[config.mk]
export PLATFORM = sky130hd
export DESIGN_NAME = enoc_input_unit
export DESIGN_NICKNAME = d
export VERILOG_FILES = /design/src/rtl/enoc_input_unit.sv
export SDC_FILE = /design/constraint.sdc
export NUM_CORES = 1
export LEC_CHECK = 0
export CORE_ASPECT_RATIO = 1.4
export CORE_MARGIN = 2
export CORE_UTILIZATION = 54
export DETAILED_ROUTE_END_ITERATION = 10
export PLACE_DENSITY = 0.81
export SETUP_SLACK_MARGIN = 0.4
export SYNTH_ARGS = -nofsm -noshare
export SYNTH_HDL_FRONTEND = slang
export SYNTH_SLANG_ARGS = --single-unit
[constraint.sdc]
create_clock -name clk -period 4.3 [get_ports clk]
set_input_delay 0.645 -clock clk [delete_from_list [all_inputs] [get_ports clk]]
set_output_delay 0.645 -clock clk [all_outputs]
set_load 0.05 [all_outputs]
[src/rtl/enoc_input_unit.sv]
// ENoC router input unit: flit FIFO with XY route computation at enqueue.
// Define ENOC_IU_ERR_EN to add the sticky o_err flow-control error flags.
module enoc_input_unit #(
    parameter int DATA_WIDTH = 32,
    parameter int DEPTH      = 4,
    parameter int X_NODES    = 4,
    parameter int Y_NODES    = 4,
    parameter int X_LOC      = 0,
    parameter int Y_LOC      = 0,
    localparam int X_W = (X_NODES > 1) ? $clog2(X_NODES) : 1,
    localparam int Y_W = (Y_NODES > 1) ? $clog2(Y_NODES) : 1
) (
    input  logic                  clk,
    input  logic                  reset_n,
    input  logic                  ce,
    input  logic [DATA_WIDTH-1:0] i_data,
    input  logic [X_W-1:0]        i_dest_x,
    input  logic [Y_W-1:0]        i_dest_y,
    input  logic                  i_data_val,
    output logic                  o_en,
    output logic [DATA_WIDTH-1:0] o_data,
    output logic                  o_data_val,
    output logic [4:0]            o_output_req,
`ifdef ENOC_IU_ERR_EN
    output logic [1:0]            o_err,
`endif
    input  logic                  i_grant
);

    localparam int PTR_W = $clog2(DEPTH);
    localparam int CNT_W = PTR_W + 1;
    localparam logic [CNT_W-1:0] FULL   = CNT_W'(DEPTH);
    localparam logic [X_W-1:0]   X_HERE = X_W'(X_LOC);
    localparam logic [Y_W-1:0]   Y_HERE = Y_W'(Y_LOC);

    // Request bit positions: index 0..4 = c, n, e, s, w
    localparam logic [4:0] REQ_C = 5'b00001;
    localparam logic [4:0] REQ_N = 5'b00010;
    localparam logic [4:0] REQ_E = 5'b00100;
    localparam logic [4:0] REQ_S = 5'b01000;
    localparam logic [4:0] REQ_W = 5'b10000;

    logic [DATA_WIDTH-1:0] data_mem  [DEPTH];
    logic [4:0]            route_mem [DEPTH];
    logic [PTR_W-1:0]      wr_ptr;
    logic [PTR_W-1:0]      rd_ptr;
    logic [CNT_W-1:0]      count;
    logic [4:0]            route;
    logic                  not_empty;
    logic                  wr_en;
    logic                  rd_en;

    // XY dimension-order routing: resolve X fully before moving in Y
    always_comb begin
        route = REQ_C;
        if (i_dest_x > X_HERE)
            route = REQ_E;
        else if (i_dest_x < X_HERE)
            route = REQ_W;
        else if (i_dest_y > Y_HERE)
            route = REQ_N;
        else if (i_dest_y < Y_HERE)
            route = REQ_S;
    end

    assign not_empty = (count != '0);
    assign o_en      = (count < FULL);
    assign wr_en     = ce && i_data_val && o_en;
    assign rd_en     = ce && i_grant && not_empty;

    assign o_data_val   = not_empty;
    assign o_data       = data_mem[rd_ptr];
    assign o_output_req = not_empty ? route_mem[rd_ptr] : 5'b00000;

    always_ff @(posedge clk) begin
        if (wr_en) begin
            data_mem[wr_ptr]  <= i_data;
            route_mem[wr_ptr] <= route;
        end
    end

    always_ff @(posedge clk) begin
        if (!reset_n) begin
            wr_ptr <= '0;
            rd_ptr <= '0;
            count  <= '0;
        end else begin
            if (wr_en)
                wr_ptr <= wr_ptr + 1'b1;
            if (rd_en)
                rd_ptr <= rd_ptr + 1'b1;
            if (wr_en && !rd_en)
                count <= count + 1'b1;
            else if (rd_en && !wr_en)
                count <= count - 1'b1;
        end
    end

`ifdef ENOC_IU_ERR_EN
    // Sticky: bit0 = send attempted while full, bit1 = grant while empty
    always_ff @(posedge clk) begin
        if (!reset_n) begin
            o_err <= 2'b00;
        end else if (ce) begin
            if (i_data_val && !o_en)
                o_err[0] <= 1'b1;
            if (i_grant && !not_empty)
                o_err[1] <= 1'b1;
        end
    end
`endif

endmodule

==> out/results.txt <==
Top FF cell, synth: edfxtp_1
RSZ-0062 raised after global routing: false
Max-slew violation count: 0
Post-layout minimum cycle time: 3370 ps
I/O pins: 80
Die area: 0.0112 mm^2
Leakage: 2.24 nW
Overall die height: 125 um
Critical path class: register to output port
Cell Area, Synth: 0.00562 mm^2
Most instantiated cells after synthesis: edfxtp_1, mux4_2, dfxtp_1
Count of input and output buffers: 77
Fin cells: 478
Grt met3 use: 6.11%
Fillers: 683
DP HPWL: 5.63 mm
Fin crit share: 78.3%
CP required: 3650 ps
Maximum root-to-sink buffer count: 2
CTS tree: yes
Hold Vio Cnt, Final: 0
Routed vias: 2589
Largest area contributor in the netlist: edfxtp_1
Largest net degree at the start of global routing: 36
Status: finished, final reports clean
Clock transition at path regs: 60 ps
Clk Latency, worst-skew pair: 410 ps
Vias in the first global route: 2735
Core area: 0.0102 mm^2
Starting DRC count in detailed routing: 159
Max_slew headroom: 36.8%
Finished Core Util: 68.6%
Fmax achieved: 297 MHz
Clock root cell: clkbuf_16
Synth-to-Final Area Change: 25.0%
Count of warnings emitted by yosys: 0
Sequential share of the synthesized area: 78.1%
Critical Path AT: 2720 ps
Final Wtd Congestion: 0.716
Clock Skew: 8.52 ps
Pwr Total: 3.95 mW
Congestion Overflow GR: 0
Register area: 0.00439 mm^2
Met2 Use GR: 30.5%
Vias/cell: 5.42
Slew @ Worst Pin: 949 ps
Final wirelength: 9.32 mm
Power Density: 563 mW/mm^2
Rows: 44
Synth Area per Inst: 23.4 um^2
Drt pass-1 iters: 4
Post-Syn Instances: 240
#FFs+latches synth: 149
Top cells by area, synth: edfxtp_1, mux4_2, dfxtp_1
Per-cell routed wire length: 19.5 um
CTS-repair resized insts: 0
FFs w/ async S/R, synth: 0%
Clock Sinks: 149
Placed Cells: 446
Crit-path max FO: 18
Area occupied by multi-input gates: 0.00111 mm^2
Final Setup Violations: 0
M1 GR Usage: 19.7%
Netlist cell types: 27
Fin Setup TNS: 0 ps
Die W: 90.2 um
GR peak layer: met2
Drt drc: 0
Max Cap Viol: 0
Hold Crit Class: register to register
Final ANT Viol Nets: 0
Most frequent cell after synthesis: edfxtp_1
Initial antenna violation count: 1
CTS buffer count: 17
Wire length of the first global-routing pass: 14.6 mm
Crit path capture type: output port
Post-CTS setup buffers: 0
CP startpoint kind: register
Initial Util: 54.9%
Hold WS: 508 ps
VDD IR-drop max: 0.000369 V
Nets@finish: 374
CTS H-tree lvls: 4
Proportion of layout cells with a drive suffix above 1: 21.5%
EDFF count, synth: 140
Gr usage total: 17.9%
Post-CTS Hold Buffers: 0
Synth top area share: 74.8%
N_diodes: 0
==> flip-flops by register name, indices dropped and copies added (netlist names), named ones only <==
register,cells
data_mem,128
wr_ptr,2
rd_ptr,2
route_mem,12
count,3
==> report_power, final <==
part	total, mW	internal [mW]	leakage [nW]	switching (mW)
clock	1.32	0.787	0.257	0.537
sequential	1.73	1.67	1.35	0.0629
combinational	0.896	0.363	0.635	0.534
==> stage by stage <==
stage,area [um^2],setup WS (ps)
after global routing,7020,790
after detailed placement,6480,1310
after CTS,7020,853
after floorplan,5620,2090
after global placement,6480,1310
final,7020,932
==> cells in the final DEF, fill, tap and decap left out, types with 2 or more instances in the layout <==
master / n
and2_1: 4
and2_2: 4
clkbuf_16: 17
clkdlybuf4s50_1: 77
clkinv_1: 2
clkinv_2: 4
clkinv_4: 3
clkinvlp_4: 4
conb_1: 2
dfxtp_1: 7
dfxtp_2: 2
edfxtp_1: 140
ha_1: 5
inv_1: 5
mux2i_1: 2
mux4_2: 35
nor2_1: 2
nor2b_1: 5
nor3_1: 2
o21ai_0: 2
or3_1: 2
xnor2_1: 3
==> worst paths after layout <==
check,slack (ps),cells after the start,from,end
max,930,3,register,o_data[20]
min,510,2,rd_ptr[1],register
max reg2reg,2170,7,count[2],count[2]
min reg2reg,510,2,rd_ptr[1],register
==> logic make-up (layout without fill, tap and decap cells) <==
kind of cell	Yosys count	in the layout	share of synthesized area, %
multiplexers	37	37	14.4
XOR/XNOR	4	4	0.624
AND/OR/NAND/NOR	22	22	2.34
AO/OA/AOI/OAI	5	5	0.735
buffers and inverters	16	115	2.32
flip-flops	149	149	78.1
adder cells (fa/ha/maj)	6	6	1.47
other	1	2	0.0668
==> layout make-up <==
| cell class | count | share of cell area, % |
|---|---|---|
| Multi-Input combinational cell | 76 | 15.8 |
| Clock inverter | 14 | 1.62 |
| Inverter | 5 | 0.267 |
| Tap cell | 138 | 2.46 |
| Sequential cell | 149 | 62.5 |
| Timing Repair Buffer | 78 | 11.3 |
| Clock buffer | 18 | 6.11 |
==> worst max-delay path: stages (launching register included) <==
cell             delay [ps]
dfxtp_2                 770
buf_12                  270
mux4_2                  540
clkdlybuf4s50_1         720
==> metal layers <==
layer	vias to the layer above	part of all wire (%)
met5	-	0
met3	22	5.5
li1	1158	-
met4	0	3.1
met1	1328	37
met2	81	54
No activity file was read; power rests on OpenSTA's default activity.
